### config.mk
export PLATFORM = sky130hd
export DESIGN_NAME = fetch_buffer_flat
export DESIGN_NICKNAME = d
export VERILOG_FILES = /design/src/rtl/fetch_buffer_if.sv /design/src/rtl/fetch_buffer.sv /design/src/flat_wrapper.sv
export SDC_FILE = /design/constraint.sdc
export NUM_CORES = 1
export LEC_CHECK = 0
export ABC_AREA = 0
export BUFFER_PORTS_ARGS = -buffer_cell sky130_fd_sc_hd__buf_2
export CORE_UTILIZATION = 50
export DETAILED_ROUTE_END_ITERATION = 8
export PLACE_DENSITY_LB_ADDON = 0.12
export SLEW_MARGIN = 20
export SYNTH_ARGS = -nofsm -noshare
export SYNTH_HDL_FRONTEND = slang
export SYNTH_SLANG_ARGS = --single-unit
### constraint.sdc
create_clock -name clk_i -period 7.3 [get_ports clk_i]
set_input_delay 0.73 -clock clk_i [delete_from_list [all_inputs] [get_ports clk_i]]
set_output_delay 0.73 -clock clk_i [all_outputs]
set_load 0.01 [all_outputs]
### src/rtl/fetch_buffer_if.sv
// Instruction-memory channel between the fetch unit and imem.
//   req_valid / req_addr / req_ready : valid/ready fetch request, word address
//   rsp_valid / rsp_data             : valid-only response, strictly in request order
// master = fetch unit, slave = instruction memory.
interface fetch_buffer_if;
   logic        req_valid;
   logic [31:0] req_addr;
   logic        req_ready;
   logic        rsp_valid;
   logic [31:0] rsp_data;

   modport master (
      output req_valid, req_addr,
      input  req_ready, rsp_valid, rsp_data
   );

   modport slave (
      input  req_valid, req_addr,
      output req_ready, rsp_valid, rsp_data
   );
endinterface

### src/rtl/fetch_buffer.sv
// Front-end fetch unit. Owns the fetch PC, issues in-order requests to imem,
// queues returned instructions with their PC and trace ID in a DEPTH-entry FIFO
// and presents the head to decode. A flush (commit-time taken branch) empties
// the FIFO, marks all in-flight responses stale and redirects the fetch PC.
// Ports:
//   clk_i, rstn_i      clock, asynchronous active-low reset
//   flush_i, new_pc_i  redirect request and target
//   stall_i            decode holds the head entry
//   imem               request/response channel (master side)
//   pc_o, instr_o, valid_o, kanata_id_o   FIFO head presented to decode
module fetch_buffer #(
   parameter int unsigned DEPTH     = 4,
   parameter logic [31:0] RESET_PC  = 32'h0000_1000,
   parameter logic [31:0] NOP_INSTR = 32'h0000_0013
) (
   input  logic                  clk_i,
   input  logic                  rstn_i,
   input  logic                  flush_i,
   input  logic [31:0]           new_pc_i,
   input  logic                  stall_i,
   fetch_buffer_if.master        imem,
   output logic [31:0]           pc_o,
   output logic [31:0]           instr_o,
   output logic                  valid_o,
   output logic [31:0]           kanata_id_o
);

   localparam int unsigned PW = $clog2(DEPTH);
   localparam int unsigned CW = PW + 1;
   localparam logic [CW:0] DEPTH_W = (CW+1)'(DEPTH);

   logic [31:0]   pc_mem_q    [DEPTH];
   logic [31:0]   instr_mem_q [DEPTH];
   logic [31:0]   id_mem_q    [DEPTH];

   logic [PW-1:0] wr_ptr_q, wr_ptr_d;
   logic [PW-1:0] rd_ptr_q, rd_ptr_d;
   logic [CW-1:0] count_q, count_d;
   logic [CW-1:0] outstanding_q, outstanding_d;
   logic [CW-1:0] discard_q, discard_d;
   logic [31:0]   fetch_pc_q, fetch_pc_d;
   // PC of the oldest non-stale in-flight request. Requests are sequential
   // between redirects and a redirect makes everything in flight stale, so a
   // single register stands in for a full PC shadow queue.
   logic [31:0]   rsp_pc_q, rsp_pc_d;
   logic [31:0]   next_id_q, next_id_d;

   logic [CW:0]   inflight;
   logic          req_fire;
   logic          push;
   logic          pop;

   // Every in-flight request owns a FIFO slot, so a response always has room.
   always_comb begin
      inflight       = {1'b0, outstanding_q} + {1'b0, count_q};
      imem.req_valid = rstn_i && (inflight < DEPTH_W);
      imem.req_addr  = fetch_pc_q;
   end

   always_comb begin
      req_fire = imem.req_valid & imem.req_ready;
      push     = imem.rsp_valid & ~flush_i & (discard_q == '0);
      pop      = valid_o & ~stall_i & ~flush_i;
   end

   always_comb begin
      outstanding_d = outstanding_q + CW'(req_fire) - CW'(imem.rsp_valid);
      discard_d     = discard_q;
      count_d       = count_q;
      wr_ptr_d      = wr_ptr_q;
      rd_ptr_d      = rd_ptr_q;
      fetch_pc_d    = fetch_pc_q;
      rsp_pc_d      = rsp_pc_q;
      next_id_d     = next_id_q;

      if (push) begin
         next_id_d = next_id_q + 32'd1;
      end

      if (flush_i) begin
         // Everything still in flight after this edge belongs to the old path,
         // including a request fired in this very cycle.
         discard_d  = outstanding_d;
         count_d    = '0;
         wr_ptr_d   = '0;
         rd_ptr_d   = '0;
         fetch_pc_d = new_pc_i;
         rsp_pc_d   = new_pc_i;
      end else begin
         if (imem.rsp_valid && (discard_q != '0)) begin
            discard_d = discard_q - CW'(1);
         end
         count_d = count_q + CW'(push) - CW'(pop);
         if (push) begin
            wr_ptr_d = wr_ptr_q + PW'(1);
            rsp_pc_d = rsp_pc_q + 32'd4;
         end
         if (pop) begin
            rd_ptr_d = rd_ptr_q + PW'(1);
         end
         if (req_fire) begin
            fetch_pc_d = fetch_pc_q + 32'd4;
         end
      end
   end

   always_ff @(posedge clk_i or negedge rstn_i) begin
      if (!rstn_i) begin
         wr_ptr_q      <= '0;
         rd_ptr_q      <= '0;
         count_q       <= '0;
         outstanding_q <= '0;
         discard_q     <= '0;
         fetch_pc_q    <= RESET_PC;
         rsp_pc_q      <= RESET_PC;
         next_id_q     <= '0;
      end else begin
         wr_ptr_q      <= wr_ptr_d;
         rd_ptr_q      <= rd_ptr_d;
         count_q       <= count_d;
         outstanding_q <= outstanding_d;
         discard_q     <= discard_d;
         fetch_pc_q    <= fetch_pc_d;
         rsp_pc_q      <= rsp_pc_d;
         next_id_q     <= next_id_d;
      end
   end

   // Payload storage needs no reset; it is only visible while count_q > 0.
   always_ff @(posedge clk_i) begin
      if (push) begin
         pc_mem_q[wr_ptr_q]    <= rsp_pc_q;
         instr_mem_q[wr_ptr_q] <= imem.rsp_data;
         id_mem_q[wr_ptr_q]    <= next_id_q;
      end
   end

   always_comb begin
      valid_o     = (count_q != '0);
      pc_o        = 32'd0;
      instr_o     = NOP_INSTR;
      kanata_id_o = 32'd0;
      if (valid_o) begin
         pc_o        = pc_mem_q[rd_ptr_q];
         instr_o     = instr_mem_q[rd_ptr_q];
         kanata_id_o = id_mem_q[rd_ptr_q];
      end
   end

endmodule

### src/flat_wrapper.sv
// flat-port wrapper written by rule: the top's interface ports become plain ports
module fetch_buffer_flat 
#(
   parameter int unsigned DEPTH     = 4,
   parameter logic [31:0] RESET_PC  = 32'h0000_1000,
   parameter logic [31:0] NOP_INSTR = 32'h0000_0013
)
  (clk_i, rstn_i, flush_i, new_pc_i, stall_i, pc_o, instr_o, valid_o, kanata_id_o, imem_req_valid, imem_req_addr, imem_req_ready, imem_rsp_valid, imem_rsp_data);
  fetch_buffer_if imem_i ();
  input  logic clk_i;
  input  logic rstn_i;
  input  logic flush_i;
  input  logic [31:0] new_pc_i;
  input  logic stall_i;
  output logic [31:0] pc_o;
  output logic [31:0] instr_o;
  output logic valid_o;
  output logic [31:0] kanata_id_o;
  output wire logic [$bits(imem_i.req_valid)-1:0] imem_req_valid;
  output wire logic [$bits(imem_i.req_addr)-1:0] imem_req_addr;
  input wire logic [$bits(imem_i.req_ready)-1:0] imem_req_ready;
  input wire logic [$bits(imem_i.rsp_valid)-1:0] imem_rsp_valid;
  input wire logic [$bits(imem_i.rsp_data)-1:0] imem_rsp_data;
  assign imem_req_valid = imem_i.req_valid;
  assign imem_req_addr = imem_i.req_addr;
  assign imem_i.req_ready = imem_req_ready;
  assign imem_i.rsp_valid = imem_rsp_valid;
  assign imem_i.rsp_data = imem_rsp_data;
  fetch_buffer #(.DEPTH(DEPTH), .RESET_PC(RESET_PC), .NOP_INSTR(NOP_INSTR)) u_core (.clk_i(clk_i), .rstn_i(rstn_i), .flush_i(flush_i), .new_pc_i(new_pc_i), .stall_i(stall_i), .imem(imem_i), .pc_o(pc_o), .instr_o(instr_o), .valid_o(valid_o), .kanata_id_o(kanata_id_o));
endmodule
==> results.toml, run 1 <==
[timing]
rsz0062_at_grt = "false"
finClkSkew_ps = 17.29
final_max_slew_viol_count = 0
fin_setup_tns_ps = 0
timing.final.hold_violations = 0
timing.final.ws_setup_ps = 3354
maxClockFrequency_mhz = 253.4
final_cycle_utilization_of_the_critical_path_pct = 54.06
timing.max_slew.rel_slack_pct = 31.67
final_period_minus_worst_setup_slack_ps = 3946
finalSetupViolations = 0
hold_ws_ps = 155.6
max_slew.worst_pin.slew_ps = 1025

[final_layout]
nNetsFinal = 1540
layout.cells.non_filler = 2021
post_route_cells_drive_above_1_share_pct = 27.76
fin_util_pct = 59.27
mostFrequentLayoutCells = "384 x edfxtp_1, 198 x buf_2, 105 x dfrtp_1"
multiInputGateArea_um2 = 5987
fill_cell_instance_count_of_the_final_layout = 3145
area_delta_synth_final_pct = 15.73
layout.cells.most_common = "edfxtp_1"
design_area_um2 = 23820
register_area_um2 = 14270

[synth]
seq_area_frac_synth_pct = 69.29
postSynthCellCount = 1255
synthesis.yosys.warnings = 0
synth_cell_types = 55
ys_ff_latch = 493
top_flip_flop_cell_by_instance_count_after_synthesis = "edfxtp_1"
number_of_enable_type_register_cells_in_the_synthesized_netlist = 384
yosys-top-cells-area = "edfxtp_1 56%, dfrtp_1 13%, mux4_2 11%"
synth_area_leader = "edfxtp_1"
synthArstFlopShare_pct = 22.11
synth_nets = 1342
postSynthAreaPerCell_um2 = 16.40
mappedNetlistArea_um2 = 20580
synth_top_cell_area_share_pct = 56.03

[cts]
clock_tree.buffer_depth = 3
cts_inserted_buffers = 51
post_cts_resized = 0
clk_transition_reported_paths_ps = 60
insertion_delay_ps = 570
cts.repair_timing.setup_buffer_count = 0
cts.htree.levels = 2
cts_tree = "yes"
cts_root_buffer = "clkbuf_16"
clock_sink_count = 493
cts_hold_repair.buffers = 0

[worst_setup_path]
timing_worst_setup_path_type = "reg -> out"
crit_arrival_ps = 3220
worst_ep_required_time_ps = 6570
critical_path.startpoint_type = "flop"
critPathCaptureType = "output port"
crit_fanout = 38

[global_route]
globalRouteOverflowTotal = 0
grt_max_degree = 72
antenna_violations_before_repair = 1
first_global_vias = 11600
grt_usage_pct = 21.31
wire_length_of_the_first_global_routing_pass_mm = 67.78

[power]
max-vdd-ir-drop_mv = 0.1665
power_switching_mw = 2.031
p_leak_nw = 8.639
power.switching_fraction_pct = 27.05
comb_power_share_pct = 20.2
post_layout_power_mw = 7.508
power_frac_clock_pct = 34.9
power_share_of_the_sequential_group_pct = 44.9
p_per_area_nw_per_um2 = 315.2
cell_internal_pwr_mw = 5.478

[run]
max_cap_violation_count = 0

[die]
die_area_um2 = 41980
core-area_um2 = 40190
design.portCount = 200
fp-row-count = 73
start_util_pct = 51.21
die_h_um = 204.9
die_width_um = 204.9

[placement]
placed_cells = 1925
placed_area_um2 = 22090
gp_routability_congestion = 0.8141
quantity_of_i_o_buffers_inserted_on_ports = 199
pre_cts_ws_ps = 3365
hpwl_mm = 26.51

[detailed_routing]
drc_violations = 0
ant_nets = 0
detail_route.wl_per_cell_um = 21.46
initialDrtViolationCount = 733
drt_first_pass_iters = 4
vias = 11640
avgViaCountPerCell = 5.758
finalWirelength_mm = 43.37

[min_path]
holdCritPathClass = "in -> async"

[outcome]
status = "completed"
==> registers in the layout, indices dropped and copies added (netlist names) <==
name	flops
u_core.count_q	3
u_core.rd_ptr_q	2
u_core.pc_mem_q	128
u_core.imem.req_addr	32
u_core.discard_q	3
u_core.outstanding_q	3
u_core.wr_ptr_q	2
u_core.instr_mem_q	128
u_core.next_id_q	32
u_core.id_mem_q	128
u_core.rsp_pc_q	32
==> metal layers <==
| layer | vias to the layer above | track usage (%) | wire [um] |
|---|---|---|---|
| met5 | - | 0 | 0 |
| met2 | 299 | 34.21 | 20930 |
| met3 | 60 | 3.898 | 2085 |
| met4 | 0 | 4.630 | 666 |
| met1 | 5941 | 30.56 | 19690 |
| li1 | 5337 | - | - |
==> power by group through the flow <==
stage | Combinational (mW) | Clock (mW) | Sequential (mW)
3_3_place_gp | 1.54 | 0 | 3.43
3_5_place_dp | 1.56 | 0 | 3.44
5_1_grt | 1.67 | 2.78 | 3.40
4_1_cts | 1.56 | 2.67 | 3.38
2_1_floorplan | 1.07 | 0 | 3.34
6_report | 1.51 | 2.62 | 3.37
==> cell usage after synthesis, drive strengths merged, types with 23 or more instances <==
master	number
edfxtp	384
and2	101
dfrtp	107
buf	23
mux4	96
nand3	39
clkbuf	44
nor2	38
nand2	43
xnor2	47
nand4	39
inv	28
==> critical path, stage by stage, from the launching register on <==
cell,delay (ps)
dfrtp_4,930
buf_4,700
mux4_2,570
or2_2,270
buf_2,140
==> kinds of logic (layout without fill, tap and decap cells) <==
| kind of cell | after synthesis | count (layout) | synth area share (%) |
|---|---|---|---|
| other cells | 0 | 1 | 0 |
| fa+ha+maj | 17 | 17 | 1.106 |
| compound gates | 107 | 107 | 3.544 |
| simple gates | 383 | 383 | 10.91 |
| flops | 493 | 493 | 69.29 |
| xor+xnor | 53 | 53 | 2.255 |
| mux | 107 | 107 | 11.09 |
| buf+inv | 95 | 335 | 1.800 |
==> worst paths after layout <==
| check | depth (start not counted) | startpoint | to | slack, ps |
|---|---|---|---|---|
| min in group clk_i | 1 | imem_rsp_data[26] | u_core.instr_mem_q[3][26] | 370 |
| min | 1 | rstn_i | u_core.rsp_pc_q[6] | 160 |
| max in group asynchronous | 2 | rstn_i | u_core.rd_ptr_q[0] | 5650 |
| max | 4 | u_core.rd_ptr_q[0] | instr_o[4] | 3350 |
| min reg2reg | 2 | u_core.imem.req_addr[12] | u_core.imem.req_addr[12] | 540 |
| max reg2reg | 6 | u_core.discard_q[0] | u_core.instr_mem_q[2][8] | 3990 |
==> cell type report <==
cell class,count,share of cell area (%)
sequential,493,59.91
antenna,1,0.01051
timing repair buffer,212,4.602
clock buffer,79,6.272
tap,525,2.758
clock inverter,16,0.8720
multi-input combinational,667,25.14
inverter,28,0.4413
(Power assumes the default switching activity.)
==> run 2, diff against run 1 <==
==> constraint.sdc (replaced) <==
create_clock -name clk_i -period 3.45 [get_ports clk_i]
set_input_delay 0.345 -clock clk_i [delete_from_list [all_inputs] [get_ports clk_i]]
set_output_delay 0.345 -clock clk_i [all_outputs]
set_load 0.01 [all_outputs]
==> run 2 against run 1 <==
Clock skew is essentially flat. Total power increased by 120%. Count of clock-buffer cells in the layout is 6 lower. Worst setup slack got worse by 3000 ps. Clock power grew 120%. Sequential share of layout area decreased by 1.7 points. Core utilization rose by 1.8 points. Non-clock buffer count increased by 62. Routed wire length increased by 2.9%.
==> results.toml, run 2 (synthesis results as in run 1) <==
[placement]
hpwl_mm = 27.82
gp_routability_congestion = 0.8683
quantity_of_i_o_buffers_inserted_on_ports = 199
placed_area_um2 = 22360

[global_route]
first_global_vias = 12040
antenna_violations_before_repair = 2
grt_usage_pct = 21.96
grt_max_degree = 64
globalRouteOverflowTotal = 0
wire_length_of_the_first_global_routing_pass_mm = 69.99

[power]
p_leak_nw = 8.962
p_per_area_nw_per_um2 = 660.5
max-vdd-ir-drop_mv = 0.3601

[cts]
clock_sink_count = 493
cts.repair_timing.setup_buffer_count = 0
clk_transition_reported_paths_ps = 60
cts_root_buffer = "clkbuf_16"
insertion_delay_ps = 590
post_cts_resized = 0
cts_inserted_buffers = 51
cts.htree.levels = 2
cts_tree = "yes"
clock_tree.buffer_depth = 3

[detailed_routing]
finalWirelength_mm = 44.63
m1WireLength_mm = 19.84
ant_nets = 0
vias = 11950
drc_violations = 0
drt_first_pass_iters = 5
route.met2.wl_mm = 22.12
detail_route.wl_per_cell_um = 21.41
highest_layer = "met5"
initialDrtViolationCount = 859
avgViaCountPerCell = 5.732
route.met3.wl_mm = 1.871

[final_layout]
register_area_um2 = 14270
fill_cell_instance_count_of_the_final_layout = 3041
post_route_cells_drive_above_1_share_pct = 27.92
multiInputGateArea_um2 = 5966
area_delta_synth_final_pct = 19.17
mostFrequentLayoutCells = "384 x edfxtp_1, 198 x buf_2, 105 x dfrtp_1"
layout_top_registers = "u_core.id_mem_q: 128 flops, u_core.instr_mem_q: 128 flops, u_core.pc_mem_q: 128 flops"
layout.cells.most_common = "edfxtp_1"
design_area_um2 = 24530
nNetsFinal = 1602

[timing]
final_max_slew_viol_count = 0
fin_setup_tns_ps = 0
final_period_minus_worst_setup_slack_ps = 3104
rsz0062_at_grt = "false"
finClkSkew_ps = 16.99
timing.final.hold_violations = 0
timing.max_slew.rel_slack_pct = 38.16
max_slew.worst_pin.slew_ps = 919.1
finalSetupViolations = 0
maxClockFrequency_mhz = 322.2
final_cycle_utilization_of_the_critical_path_pct = 89.97

[run]
max_cap_violation_count = 0

[worst_setup_path]
crit_fanout = 34
worst_ep_required_time_ps = 3110
slack_of_the_worst_reg_to_reg_path_ps = 570
worst_r2r_startpoint = "u_core.outstanding_q[2]"
r2r_end = "u_core.imem.req_addr[16]"
critical_path.startpoint_type = "flop"
timing_worst_setup_path_type = "reg -> out"
critPathCaptureType = "output port"
r2r_cells = 6
crit_arrival_ps = 2760

[die]
die_area_um2 = 41980
die_h_um = 204.9
start_util_pct = 51.21
fp-row-count = 73
die_width_um = 204.9
core-area_um2 = 40190
design.portCount = 200

[min_path]
hold_depth = 3
holdCritPathClass = "in -> reg"
worstHoldEndpoint = "u_core.imem.req_addr[22]"
hold_path_startpoint = "new_pc_i[22]"

[outcome]
status = "completed"
run 2: changes by cell type in the layout (fill, tap and decap cells not counted), sizes merged:
cell         delta
dlygate4sd3    +40
buf            +22
clkbuf          -6
bufinv          +4
inv             +2
clkinv          +1
run 2: area by class of cell:
type                       count  area share (%)
antenna                        1         0.01020
clock buffer                  73           5.709
clock inverter                23           1.439
inverter                      28          0.4285
multi-input combinational    667           24.32
sequential                   493           58.18
tap                          525           2.678
timing repair buffer         274           7.234
run 2: how the worst max path moves through the flow:
| stage | startpoint | to | slack (ps) | cells past startpoint |
|---|---|---|---|---|
| 2_1_floorplan | u_core.discard_q[0] | u_core.id_mem_q[0][0] | 740 | 6 |
| 3_3_place_gp | u_core.outstanding_q[2] | u_core.imem.req_addr[14] | 760 | 6 |
| 3_5_place_dp | u_core.outstanding_q[2] | u_core.imem.req_addr[12] | 610 | 6 |
| 4_1_cts | u_core.rd_ptr_q[0] | instr_o[15] | 230 | 4 |
| 5_1_grt | u_core.rd_ptr_q[0] | instr_o[18] | 150 | 4 |
| 6_report | u_core.rd_ptr_q[0] | instr_o[18] | 350 | 4 |
run 2: repair_timing:
item                                   in CTS  in global routing
hold buffers                               40                  0
setup endpoints to repair                   0                  0
endpoints found under the hold margin     148                  0
run 2: through the flow:
stage                     std cells  worst slack (ps)  hold WS (ps)  util, %  power [mW]
after global placement         1947             759.5         191.8    55.65       10.59
after detailed placement       1947             609.8         190.4    55.65       10.64
after floorplan                1255             739.2         49.41        -       9.303
after global routing           2083             147.3         34.91    61.02       16.92
after CTS                      2083             230.8         3.283    61.01       16.41
final                          2084             346.2         38.13    61.03       16.20
run 2: worst max-delay path: stages, from the launching register on:
cell,delay (ps)
dfrtp_4,920
buf_4,390
mux4_2,540
and2_1,180
buf_2,140
run 2: power breakdown:
| part | switching [mW] | internal, mW | leakage, nW |
|---|---|---|---|
| Clock | 2.21 | 3.50 | 0.852 |
| Sequential | 0.395 | 6.73 | 4.96 |
| Combinational | 1.75 | 1.62 | 3.15 |
| Total | 4.35 | 11.9 | 8.96 |
run 2: layer usage:
metal / up-vias / global-route usage, %
li1: 5479 / -
met1: 6072 / 30.78
met2: 328 / 35.96
met3: 65 / 3.293
met4: 2 / 6.164
met5: - / 0
